`config.mk`:
```
export PLATFORM = sky130hd
export DESIGN_NAME = fifo_wr_arbiter
export DESIGN_NICKNAME = d
export VERILOG_FILES = /design/src/rtl/fifo_wr_arbiter.sv
export SDC_FILE = /design/constraint.sdc
export NUM_CORES = 1
export LEC_CHECK = 0
export CORE_MARGIN = 8
export CORE_UTILIZATION = 27
export DETAILED_ROUTE_END_ITERATION = 16
export PLACE_DENSITY = 0.84
export SETUP_SLACK_MARGIN = 0.15
export SYNTH_ARGS = -nofsm -noshare
export SYNTH_HDL_FRONTEND = slang
export SYNTH_SLANG_ARGS = --single-unit
```
`constraint.sdc`:
```
create_clock -name w_clk -period 1.85 [get_ports w_clk]
set_clock_uncertainty 0.2 [all_clocks]
set_input_delay 0.37 -clock w_clk [delete_from_list [all_inputs] [get_ports w_clk]]
set_output_delay 0.37 -clock w_clk [all_outputs]
set_load 0.05 [all_outputs]
```
`src/rtl/fifo_wr_arbiter.sv`:
```
// Round-robin, burst-limited arbiter that lets two producers share one FIFO write port.
// Optional statistics counters are enabled with `define WR_ARB_STATS_EN.
module fifo_wr_arbiter #(
    parameter int WIDTH = 16,
    parameter int BURST = 4
) (
    input  logic             w_clk,
    input  logic             rst_n,
    input  logic             req0,
    input  logic             req1,
    input  logic [WIDTH-1:0] data0,
    input  logic [WIDTH-1:0] data1,
    input  logic             full,
    output logic             ack0,
    output logic             ack1,
    output logic             grant0,
    output logic             grant1,
    output logic             fifo_w_en,
    output logic [WIDTH-1:0] fifo_data
`ifdef WR_ARB_STATS_EN
    ,
    input  logic             stats_clr,
    output logic [15:0]      acc0_cnt,
    output logic [15:0]      acc1_cnt,
    output logic [15:0]      stall_cnt
`endif
);

    localparam int CW = (BURST > 1) ? $clog2(BURST) : 1;
    localparam logic [CW-1:0] BCNT_MAX = CW'(BURST - 1);

    // One bit per owner, so the grant outputs come straight from state flops.
    typedef enum logic [1:0] {
        IDLE = 2'b00,
        OWN0 = 2'b01,
        OWN1 = 2'b10
    } state_t;

    state_t        state, state_next;
    logic          last, last_next;
    logic [CW-1:0] bcnt, bcnt_next;
    logic          burst_done;

    assign burst_done = (bcnt == BCNT_MAX);

    always_ff @(posedge w_clk or negedge rst_n) begin
        if (!rst_n) begin
            state <= IDLE;
            last  <= 1'b1;
            bcnt  <= '0;
        end else begin
            state <= state_next;
            last  <= last_next;
            bcnt  <= bcnt_next;
        end
    end

    always_comb begin
        state_next = state;
        last_next  = last;
        bcnt_next  = bcnt;
        case (state)
            IDLE: begin
                bcnt_next = '0;
                if (req0 && req1)
                    state_next = last ? OWN0 : OWN1;
                else if (req0)
                    state_next = OWN0;
                else if (req1)
                    state_next = OWN1;
            end
            OWN0: begin
                if (!req0 || (fifo_w_en && burst_done)) begin
                    last_next = 1'b0;
                    bcnt_next = '0;
                    if (req1)
                        state_next = OWN1;
                    else if (req0)
                        state_next = OWN0;
                    else
                        state_next = IDLE;
                end else if (fifo_w_en) begin
                    bcnt_next = bcnt + CW'(1);
                end
            end
            OWN1: begin
                if (!req1 || (fifo_w_en && burst_done)) begin
                    last_next = 1'b1;
                    bcnt_next = '0;
                    if (req0)
                        state_next = OWN0;
                    else if (req1)
                        state_next = OWN1;
                    else
                        state_next = IDLE;
                end else if (fifo_w_en) begin
                    bcnt_next = bcnt + CW'(1);
                end
            end
            default: state_next = IDLE;
        endcase
    end

    // Accept is combinational so a same-cycle rise of full suppresses it.
    always_comb begin
        ack0      = 1'b0;
        ack1      = 1'b0;
        fifo_data = data0;
        case (state)
            OWN0: ack0 = req0 & ~full;
            OWN1: begin
                ack1      = req1 & ~full;
                fifo_data = data1;
            end
            default: ;
        endcase
        fifo_w_en = ack0 | ack1;
    end

    assign grant0 = state[0];
    assign grant1 = state[1];

`ifdef WR_ARB_STATS_EN
    logic stall;

    assign stall = full & (((state == OWN0) & req0) | ((state == OWN1) & req1));

    always_ff @(posedge w_clk or negedge rst_n) begin
        if (!rst_n) begin
            acc0_cnt  <= '0;
            acc1_cnt  <= '0;
            stall_cnt <= '0;
        end else if (stats_clr) begin
            acc0_cnt  <= '0;
            acc1_cnt  <= '0;
            stall_cnt <= '0;
        end else begin
            if (ack0)
                acc0_cnt <= acc0_cnt + 16'd1;
            if (ack1)
                acc1_cnt <= acc1_cnt + 16'd1;
            if (stall)
                stall_cnt <= stall_cnt + 16'd1;
        end
    end
`endif

endmodule

```
* Yosys cells after proc, flatten, opt, wreduce, memory -nomap -nowiden
Cells that the tools add are included.
** Word-level totals
- Register bits :: 5
- Output and inout port bits :: 21
- Bits of input ports :: 37
- Word-level logic and storage cells :: 46
** Operators by class
- Reduce and logical (&&, ||, !) cells :: 11
- Add/sub/neg operators :: 1
- Bitwise operators :: 4
- Muxes and demuxes :: 21
- Equal/unequal tests :: 6
** Operator list (count)
- $mux W2 :: 12
- $mux W16 :: 1
- $pmux W2 S3 :: 2
- $reduce_and A3 Y1 :: 2
- $mux W1 :: 5
- $eq A2 B2 Y1 const B :: 2
- $ne A2 B2 Y1 const B :: 2
- $ne A4 B4 Y1 const B :: 1
- $reduce_bool A3 Y1 :: 1
- $add A2 B1 Y2 const B :: 1
- $and A1 B1 Y1 :: 2
- $eq A2 B1 Y1 const B :: 1
- $logic_and A1 B1 Y1 :: 2
- $logic_not A1 Y1 :: 2
- $logic_not A2 Y1 :: 1
- $logic_or A1 B1 Y1 :: 2
- $pmux W1 S2 :: 1
- $reduce_bool A2 Y1 :: 1
- $not A1 Y1 :: 1
- $or A1 B1 Y1 :: 1

* Longest topological paths before layout
Gate-level depths: netlist of run 1.
- Depth in word-level cells :: 8
- Depth in mapped cells :: 6

* Least setup slack after synthesis of run 1
Ideal clock, no wire load.
- Kind :: reg2out
- Start point :: reg state[1]
- End point :: out fifo_w_en
- Setup slack :: -0.941 ns
- Stages on the path, launching flop included :: 6
- Data arrival time :: 2.221 ns
- Buffers on the path :: 2
- Path through :: dfrtp_1 > ha_1 > buf_6 > buf_2 > nand2_1 > a21oi_1
** Between the ends
- Word-level cells in the longest chain between the ends :: 3
** RTL lines
- from (decl) :: RTL line 39 : state_t state, state_next;
- from (signal assigned) :: RTL line 52 : state <= state_next;
- $eq A2 B1 Y1 / $eq A2 B2 Y1 (equally long branches) :: RTL line 109 : case (state)
- $mux W1 :: RTL line 109
- $or A1 B1 Y1 * :: RTL line 117 : fifo_w_en = ack0 | ack1;
- to (decl) :: RTL line 18 : output logic fifo_w_en,
Every way passes the cells marked *; elsewhere a longest branch is shown, timed or not.

* Worst setup path in the final report of run 1
- Start point :: reg state[0]
- End point :: reg state[1]
** Between the ends
- Word-level cells in the longest chain between the ends :: 7
** RTL lines (RTL line)
- $eq A2 B1 Y1 / $eq A2 B2 Y1 (equally long branches) :: 62, 109
- $mux W1 :: 109
- $or A1 B1 Y1 :: 117
- $logic_and A1 B1 Y1 :: 73, 87
- $logic_or A1 B1 Y1, on equally long branches :: 87, 73
- $ne A2 B2 Y1 (no line)
- $reduce_and A3 Y1 (no line)
Parallel ways exist; a longest one is shown, timed or not.
A chain may end at the register's enable or synchronous reset.

==> summary.txt, run 1 <==
Outcome
  – Outcome: complete, but fails checks
  – Violated checks: negative setup slack

Routing
  – Routed Antenna Nets: 0
  – Final WL: around 3600 um
  – Vias post-DR: between 800 and 900
  – DRC viols: 0
  – Drt pass-1 iters: 4
  – Wire per inst: between 20 and 25 um
  – First DRT Iteration DRCs: 28
  – Via-to-Cell Ratio: slightly above 5

Setup path
  – CP max FO: 3
  – Crit-path cells: inv_2 > buf_4 > buf_4 > buf_4 > ha_1 > buf_4 > a21oi_2 > or3_1 > o31ai_1 > mux2_4
  – Worst Setup Start Kind: register
  – Most frequent cell on the critical path: buf_4
  – Stages on worst setup path: 10
  – Critical path buffers and inverters: 5
  – Crit path from: state[0]$_DFFE_PN0P_
  – Max stage delay on crit path: 420 ps
  – R2r endpoint: state[1]$_DFFE_PN0P_
  – Reg2reg setup slack: -320 ps
  – WP data required: 1830 ps
  – Slowest-stage cell, CP: dfrtp_2
  – R2R depth: 10
  – RR Startpoint: state[0]$_DFFE_PN0P_
  – Critical Path AT: 2160 ps
  – Setup crit end kind: register
  – CP endpoint: state[1]$_DFFE_PN0P_
  – Largest delay share family, worst path: buffers and inverters
  – Setup Crit Path Kind: reg -> reg

GRT
  – GR Overflow Total: 0
  – Global routing usage on met1: 0.1475
  – Met3 usage: 0.06714
  – GRT Total Usage: 0.1597
  – Initial antenna violation count: 0
  – GR peak layer: met2
  – M2 GR Usage: 0.2907
  – Vias in the first global route: around 950
  – Largest net degree at the start of global routing: 8
  – Global-route wire length before repair: 5030 um

Synthesis
  – Top cell type's share of synthesized area: 0.3181
  – Mapped Area: 601.8 sq um
  – Post-Syn Nets: 106
  – Leading area contributor after synthesis: mux2_2
  – Synth Register Bits: 5
  – Most frequent cells after synthesis: mux2_2 (17), ha_1 (6), nand2_1 (6), inv_1 (5)
  – Mean Syn Cell Area: 9.553 sq um
  – Top_reg_cell synth: dfrtp_1
  – Main area contributors after synthesis: mux2_2 (32%), dfrtp_1 (17%), ha_1 (12%)
  – Ys Warns: 0
  – Synth cell types: 24
  – Gate count of the mapped netlist: 63
  – EDFF count, synth: 0
  – Sequential-to-total area share from yosys stat: 0.2100
  – Most frequent cell after synthesis: mux2_2
  – Async SR Flop Fraction: 1.000

Placement
  – Detailed placement HPWL: 2181 um
  – Port bufs: 57
  – Area post-placement: 0.001375 sq mm
  – Gpl congestion: about 0.82

Floorplan
  – I/O pins: 58
  – Site Rows: 17
  – Die W: 63.21 um
  – Core area: 0.002170 sq mm
  – Initial Utilization: 0.2774
  – Die Y: 63.21 um
  – Full die area: 0.003996 sq mm

Timing
  – Final setup viols: 22
  – F_max: between 400 and 500 MHz
  – Min Tclk post-route: between 2000 and 2500 ps
  – Setup slack after layout: -324.5 ps
  – Relative slew margins: 0.7756
  – Fin. Hold Viols: 0
  – Unrepaired setup endpoints after global routing: true
  – Setup TNS: -5797 ps
  – Slew Limit Fails: 0
  – Worst Max-Slew Pin Slew: 334.6 ps
  – Final Cycle Share: 1.175

Final layout
  – Area grow syn2layout: 188.8%
  – ANT cells: 0
  – Layout cells sized above 1: 0.5918
  – Layout fillers: 112
  – Nets: 191
  – Post-Layout Inst Area: 0.001738 sq mm

Min path
  – Worst min path class: in -> async

CTS
  – Clock sinks: 5
  – CTS Buf Count: 3
  – # H-tree levels: 1
  – CTS tree: done
  – Post-CTS Hold Buffers: 0
  – CTS root buffer: clkbuf_4
  – Skew-Pair Late Insertion Delay: 260 ps
  – Max Root-Sink Buffers: 2
  – Clock-pin slew on the worst setup and hold paths: 60 ps

Power
  – P_leak: roughly 0.00079 uW
  – Worst IR Drop VDD: roughly 0.0011 V
  – PwrDens: 1524 mW/mm^2

Job
  – Max-cap violation count: 0
## stage by stage
| step | util | worst slack, ps | instances | power [uW] | hold slack, ps |
|---|---|---|---|---|---|
| floorplan | - | -205.5 | 63 | 1286 | -125.6 |
| global placement | 0.6338 | -155.5 | 158 | 1795 | 296.0 |
| detailed placement | 0.6338 | -201.8 | 158 | 1830 | 315.9 |
| CTS | 0.7474 | -233.6 | 169 | 2368 | 146.6 |
| global route | 0.8010 | -354.3 | 175 | 2753 | 162.2 |
| finish | 0.8010 | -324.5 | 175 | 2649 | 151.1 |
## state kept, by name, indices dropped and copies added, names as in the netlist
register and count:
bcnt 2, state 2, last 1
## cell usage in the layout (no fill, tap or decap), types with 6 or more instances in the layout
master           count
buf_4               16
buf_8                9
buf_6               15
buf_12               6
mux2_4              17
clkdlybuf4s50_1     36
## repair_timing
item,4_1_cts,5_1_grt
buffers inserted,7,6
pin swaps,3,6
endpoints found under the setup margin,21,24
resized for setup,40,15
## logic make-up after synthesis
group | Yosys count | synth area share
flip-flops | 5 | 0.2100
AND/OR/NAND/NOR | 14 | 0.1185
adder cells (fa/ha/maj) | 6 | 0.1247
buffers and inverters | 7 | 0.05821
multiplexers | 18 | 0.3347
AO/OA/AOI/OAI | 13 | 0.1539
## report_power, final
part | internal [uW] | switching, uW | total [uW]
combinational | 1150 | 1160 | 2300
clock | 82.4 | 58.3 | 141
sequential | 158 | 45.5 | 203
total | 1390 | 1260 | 2650
## worst register-to-register path: cells and delay by family (launching register included)
family	cells	cell delay (ps)
multiplexers	1	190
AND/OR/NAND/NOR	1	410
AO/OA/AOI/OAI	2	130
flip-flops	1	420
buffers and inverters	5	560
adder cells (fa/ha/maj)	1	190
## worst min path at each step
stage / slack (ps) / cells after the start / to / from
floorplan: -130 / 0 / bcnt[0]$_DFFE_PN0P_ / rst_n
global placement: 300 / 2 / bcnt[1]$_DFFE_PN0P_ / bcnt[1]$_DFFE_PN0P_
detailed placement: 320 / 1 / bcnt[0]$_DFFE_PN0P_ / bcnt[0]$_DFFE_PN0P_
CTS: 150 / 1 / state[0]$_DFFE_PN0P_ / rst_n
global route: 160 / 1 / state[0]$_DFFE_PN0P_ / rst_n
finish: 150 / 1 / state[0]$_DFFE_PN0P_ / rst_n
## metal layers
metal	up-vias	share of wire
li1	395	-
met1	427	0.37
met2	53	0.53
met3	9	0.069
met4	0	0.022
met5	-	0
## layout make-up
| class | count | area (sq um) | area share |
|---|---|---|---|
| clock buffers | 4 | 26.28 | 0.01512 |
| flip-flops and latches | 5 | 128.9 | 0.07415 |
| multi-input cells | 51 | 624.3 | 0.3593 |
| repair buffers | 82 | 904.6 | 0.5205 |
| well taps | 28 | 35.03 | 0.02016 |
| inverters | 5 | 18.77 | 0.01080 |
Note: power is estimated with default switching activity, not from simulation.
==> run 2: changes to the inputs <==
--- a/config.mk
+++ b/config.mk
@@ -9,6 +9,7 @@
 export CORE_UTILIZATION = 27
 export DETAILED_ROUTE_END_ITERATION = 16
 export PLACE_DENSITY = 0.84
+export RECOVER_POWER = 50
 export SETUP_SLACK_MARGIN = 0.15
 export SYNTH_ARGS = -nofsm -noshare
 export SYNTH_HDL_FRONTEND = slang
==> run 2 against run 1 <==
  * The flow still finishes with violations (negative setup slack)
  * Worst setup slack stayed put
  * Via count stayed put
  * Wire length hardly changed
  * Critical path depth stayed put
  * Sequential power hardly changed
  * Clock power hardly changed
  * Total power hardly changed
  * Fmax stayed put
==> summary.txt, run 2 (synthesized netlist as in run 1, its figures left out) <==
Outcome
  – Outcome: complete, but fails checks (unchanged)
  – Violated checks: negative setup slack (unchanged)

Final layout
  – Area grow syn2layout: 188.8% (unchanged)
  – Commonest non-fill, non-tap cell in the layout: clkdlybuf4s50_1 (unchanged)
  – Post-Layout Inst Area: 0.001738 sq mm (unchanged)
  – Largest regs: bcnt x2, state x2, last x1 (unchanged)
  – Footprint of the multi-input gates: 624.3 sq um (unchanged)
  – Nets: 191 (unchanged)
  – Commonest non-fill, non-tap cells in the layout: clkdlybuf4s50_1 (35), mux2_4 (17), buf_4 (16) (was clkdlybuf4s50_1 (36), mux2_4 (17), buf_4 (16))
  – ANT cells: 0 (unchanged)
  – Layout cells sized above 1: 0.5918 (unchanged)
  – FF+latch area: 128.9 sq um (unchanged)
  – Layout fillers: 112 (unchanged)

Setup path
  – Slowest-stage cell, CP: dfrtp_2 (unchanged)
  – WP data required: 1830 ps (about the same)
  – Setup crit end kind: register (unchanged)
  – R2R depth: 10 (unchanged)
  – CP max FO: 3 (unchanged)
  – Most frequent cell on the critical path: buf_4 (unchanged)
  – Critical Path AT: 2160 ps (about the same)
  – Setup Crit Path Kind: reg -> reg (unchanged)
  – Worst Setup Start Kind: register (unchanged)
  – Crit-path cells: inv_2 > buf_4 > buf_4 > buf_4 > ha_1 > buf_4 > a21oi_2 > or3_1 > o31ai_1 > mux2_4 (unchanged)
  – Reg2reg setup slack: -320 ps (about the same)
  – Max stage delay on crit path: 420 ps (about the same)

Timing
  – Setup TNS: -5797 ps (unchanged)
  – Slew Limit Fails: 0 (unchanged)
  – Final Cycle Share: 1.175 (unchanged)
  – Unrepaired setup endpoints after global routing: true (unchanged)
  – Worst Max-Slew Pin Slew: 334.6 ps (unchanged)
  – Final setup viols: 22 (unchanged)
  – Min Tclk post-route: 2175 ps (unchanged)
  – Fin. Hold Viols: 0 (unchanged)
  – F_max: 459.9 MHz (unchanged)
  – Relative slew margins: 0.7756 (unchanged)
  – Hold_ws: 221.5 ps (was 151.1 ps)
  – Setup slack after layout: -324.5 ps (unchanged)

CTS
  – Clock sinks: 5 (unchanged)
  – Clock-pin slew on the worst setup and hold paths: 60 ps (about the same)
  – Skew-Pair Late Insertion Delay: 260 ps (about the same)
  – CTS root buffer: clkbuf_4 (unchanged)
  – Post-CTS Hold Buffers: 0 (unchanged)
  – CTS Buf Count: 3 (unchanged)
  – # H-tree levels: 1 (unchanged)
  – Max Root-Sink Buffers: 2 (unchanged)
  – CTS tree: done (unchanged)

Floorplan
  – Core area: 0.002170 sq mm (unchanged)
  – Site Rows: 17 (unchanged)
  – Die Y: 63.21 um (unchanged)
  – I/O pins: 58 (unchanged)
  – Full die area: 0.003996 sq mm (unchanged)
  – Initial Utilization: 0.2774 (unchanged)
  – Die W: 63.21 um (unchanged)

Placement
  – Post-Place Setup Slack: -201.8 ps (unchanged)
  – Gpl congestion: 0.8184 (unchanged)
  – Area post-placement: 0.001375 sq mm (unchanged)
  – Port bufs: 57 (unchanged)
  – Detailed placement HPWL: 2181 um (unchanged)

Routing
  – Wire per inst: 20.63 um (about the same)
  – DRC viols: 0 (unchanged)
  – Via-to-Cell Ratio: 5.051 (unchanged)
  – Routed Antenna Nets: 0 (unchanged)
  – Vias post-DR: 884 (unchanged)
  – Final WL: 3610 um (was 3611 um)
  – Drt pass-1 iters: 4 (unchanged)
  – First DRT Iteration DRCs: 28 (unchanged)

GRT
  – Initial antenna violation count: 0 (unchanged)
  – Largest net degree at the start of global routing: 8 (unchanged)
  – Global-route wire length before repair: 5030 um (unchanged)
  – GR Overflow Total: 0 (unchanged)
  – GRT Total Usage: 0.1597 (unchanged)
  – Vias in the first global route: 949 (unchanged)

Power
  – Seq pwr share: 0.077 (about the same)
  – Sw frac: 0.4754 (about the same)
  – Worst IR Drop VDD: 0.001080 V (unchanged)
  – NetSw: 1259 uW (unchanged)
  – Power share of the combinational group: 0.870 (about the same)
  – Clock power share: 0.053 (about the same)
  – P_leak: 0.0007914 uW (was 0.0007912 uW)
  – PwrDens: 1524 mW/mm^2 (about the same)
  – Int Power: 1389 uW (was 1390 uW)
  – Final Total Pwr: 2648 uW (was 2649 uW)

Job
  – Max-cap violation count: 0 (unchanged)

Min path
  – Worst min path class: in -> async (unchanged)
[run 2: cell type report]
type,count,share of cell area
Clock buffer,4,0.01512
Timing Repair Buffer,82,0.5205
Inverter,5,0.01080
Tap cell,28,0.02016
Multi-Input combinational cell,51,0.3593
Sequential cell,5,0.07415
[run 2: worst paths after layout]
kind,startpoint,endpoint
max reg2reg,state[0]$_DFFE_PN0P_,state[1]$_DFFE_PN0P_
max,state[0]$_DFFE_PN0P_,state[1]$_DFFE_PN0P_
min,rst_n,state[0]$_DFFE_PN0P_
min in group w_clk,bcnt[0]$_DFFE_PN0P_,bcnt[0]$_DFFE_PN0P_
min reg2reg,bcnt[0]$_DFFE_PN0P_,bcnt[0]$_DFFE_PN0P_
max in group asynchronous,rst_n,last$_DFFE_PN1P_
[run 2: what timing repair did]
item / 4_1_cts / 5_1_grt
setup endpoints to repair: 21 / 24
setup buffers: 7 / 6
gates cloned: 0 / 0
pin swaps: 3 / 6
gates resized for setup: 40 / 15
[run 2: power groups by stage]
stage	registers, uW	logic [uW]	clock network [uW]
finish	203	2300	141
floorplan	267	1020	0
detailed placement	194	1640	0
global route	207	2390	152
CTS	196	2030	139
global placement	193	1600	0
[run 2: critical path: cells and delay by family (launching register included)]
family,cells,cell delay (ps)
AOI/OAI and AO/OA,2,130
and+or+nand+nor,1,410
buffers and inverters,5,560
adders and majority gates,1,190
DFF,1,420
muxes,1,190
[run 2: per-stage QoR]
stage                     cells  utilization
after floorplan              63            -
after global placement      158       0.6338
after detailed placement    158       0.6338
after CTS                   169       0.7474
after global routing        175       0.8010
final                       175       0.8010
[run 2: metal layers]
metal,GRT usage,part of all wire,up-vias
li1,-,-,395
met1,0.1475,0.37,427
met2,0.2907,0.53,53
met3,0.06714,0.069,9
met4,0.08635,0.022,0
met5,0,0,-
==> RTL edit: new RTL, flow settings as in run 1 <==
The option `WR_ARB_STATS_EN` is turned on by a define.
--- a/src/rtl/fifo_wr_arbiter.sv
+++ b/src/rtl/fifo_wr_arbiter.sv
@@ -1,4 +1,6 @@
 // Round-robin, burst-limited arbiter that lets two producers share one FIFO write port.
 // Optional statistics counters are enabled with `define WR_ARB_STATS_EN.
+`define WR_ARB_STATS_EN
+
 module fifo_wr_arbiter #(
     parameter int WIDTH = 16,
Interface: changed (added acc0_cnt, acc1_cnt, stall_cnt and stats_clr); port bits go from 58 to 107. The function was not compared with the original's and may differ.
==> RTL edit against run 1 <==
The flow still finishes with violations (setup timing). Area after synthesis rose to 5.0 times the old value. Power is 85% higher. Final area grew to 3.7 times the old value. Core utilization fell by 21 points. Sequential power rose to 6.2 times the old value. Clock power rose to 5.2 times the old value. Via count increased to 3.7 times the old value. Die area rose to 3.7 times the old value. Sequential cell count is 48 higher. Wire length rose to 3.3 times the old value. Count of clock-buffer cells in the layout grew 2. Worst setup slack lost 35 ps. Non-clock buffer count increased by 112.
==> RTL edit: results (changes against run 1) <==
| Metric | Value |
|---|---|
| Number of global-route vias before repair | 3406 (+260%) |
| Fraction of registers with async set/reset | 100.0% (unchanged) |
| Status | finished, violations left |
| Largest net degree at the start of global routing | 40 (+32) |
| Pleak | 2.847 nW (+260%) |
| Share of cells above drive strength 1 | 55.49% (-3.7 points) |
| R2R cell count | 10 (unchanged) |
| Overall Global Routing Usage | 15.42% (-0.55 points) |
| Register area share after synthesis | 44.36% (+23 points) |
| Fillcell total | 819 (+630%) |
| Initial DRC Count | 128 (+360%) |
| ANT nets after route | 0 (unchanged) |
| VDD IR-drop max | 604.0 uV (-44%) |
| Final wirelength | 12060 um (+230%) |
| Clock Path Buffers | 2 (unchanged) |
| DR pass1 iterations | 5 (+1) |
| Final hold slack | 297.0 ps (+145.9 ps) |
| Global-route wire length before repair | 18190 um (+260%) |
| Max incr delay on CP | 420 ps (about the same) |
| Failing checks | setup timing |
| Delay-heaviest family, CP | buffers and inverters |
| Inserted Diodes | 0 (unchanged) |
| Clock root buffer | clkbuf_8 |
| Via count | 3280 (+270%) |
| Most frequent cells after synthesis | 52 x dfrtp_1, 37 x nor2_1, 26 x nand2_1, 21 x a21oi_1 |
| Pre-CTS setup slack | -627.4 ps (-425.5 ps) |
| Clock transition at path regs | 100 ps (+40 ps) |
| Largest cells by area after synthesis | dfrtp_1 43%, mux2_2 7.5%, xnor2_1 5.9% |
| Final Net Count | 556 (+190%) |
| Worst setup margin | -359.4 ps (-34.87 ps) |
| Netlist cell types | 42 (+75%) |
| Syn Nets | 366 (+250%) |
| Tightest Pin Transition | 525.7 ps (+191.1 ps) |
| Clk_lat worst skew | 320 ps (+60 ps) |
| Setup Viol. Count Final | 67 (+200%) |
| Antenna violations before repair | 0 (unchanged) |
| Num CTS Buffers | 5 (+2) |
| IO buf count | 106 (+86%) |
| Final HPWL DP | 8015 um (+270%) |
| Hold crit path type | input port to asynchronous set/reset pin |
| H-Tree Depth | 2 (+1) |
| Biggest regs | acc0_cnt (16), acc1_cnt (16), stall_cnt (16) |
| Top_reg_cell synth | dfrtp_1 |
| WP data arrival | 2220 ps (+60 ps) |
| RD Place Congestion | 0.8496 (+3.8%) |
| Critical-path maximum fanout | 5 (+2) |
RTL edit: changes by cell type after synthesis, sizes merged, moves of 7 or more:
| cell | run 1 | this run |
|---|---|---|
| a21oi | 4 | 21 |
| nand2 | 6 | 26 |
| nor4 | 0 | 9 |
| inv | 5 | 13 |
| nor3 | 2 | 9 |
| nand3 | 0 | 14 |
| dfrtp | 4 | 52 |
| or3 | 1 | 10 |
| xnor2 | 0 | 20 |
| nor2 | 3 | 37 |
| o21ai | 2 | 13 |
| nand4 | 0 | 10 |
| xor2 | 0 | 8 |
RTL edit: cell families after synthesis:
logic type               after synthesis  synth area share (%)
AO/OA/AOI/OAI                         46                 8.863
XOR/XNOR                              28                 8.194
adder cells (fa/ha/maj)                9                 3.763
buffers and inverters                 25                 3.177
flip-flops                            53                 44.36
multiplexers                          21                 7.860
AND/OR/NAND/NOR                      137                 23.79
RTL edit: per-layer routing:
layer / track usage, % / routed length [um]
met5: 0 / 0
met4: 2.853 / 96
met3: 4.607 / 922
met2: 27.79 / 6358
met1: 17.66 / 4687
RTL edit: final timing paths:
kind	from	to
worst max-delay path	state[0]	state[1]
worst min-delay path	rst_n	acc1_cnt[15]
worst max register to register	state[0]	state[1]
worst min register to register	bcnt[0]	bcnt[0]
max in group asynchronous	rst_n	last
min in group w_clk	stats_clr	acc1_cnt[11]
RTL edit: worst reg2reg max path: stages, from the launching register on:
cell and delay, ps:
dfrtp_2 420, buf_4 140, buf_6 120, ha_4 180, buf_6 120, buf_6 110
a22o_4 240, buf_6 140, o21ai_2 60, nand2_1 100, mux2_2 280
RTL edit: layout make-up:
type / count / share of cell area [%]
multi-input cells: 241 / 33.65
clock buffers: 6 / 1.290
well taps: 140 / 2.735
repair buffers: 194 / 39.88
inverters: 14 / 1.075
flip-flops and latches: 53 / 21.16
clock inverters: 2 / 0.2149
RTL edit: timing repair:
action	4_1_cts	5_1_grt
hold buffers	1	0
endpoints found under the setup margin	69	72
buffers inserted	14	11
endpoints found under the hold margin	14	0
resized for setup	93	40
pin swaps	44	28
gates cloned	1	0
RTL edit: per-stage QoR:
stage / cell area, sq um / cells / total power, mW / util (%) / setup TNS (ps)
floorplan: 3177 / 319 / 2.520 / - / -14480
global placement: 5449 / 615 / 3.572 / 50.27 / -22410
detailed placement: 5449 / 615 / 3.615 / 50.27 / -25040
CTS: 6140 / 639 / 4.722 / 56.64 / -10990
global route: 6404 / 650 / 5.069 / 59.07 / -21380
finish: 6404 / 650 / 4.890 / 59.07 / -16840
RTL edit: report_power, final:
group	leakage (nW)	total [mW]	switching (mW)	internal (mW)
registers	0.698	1.26	0.0465	1.21
logic	2.10	2.90	1.39	1.51
clock network	0.0512	0.731	0.426	0.305
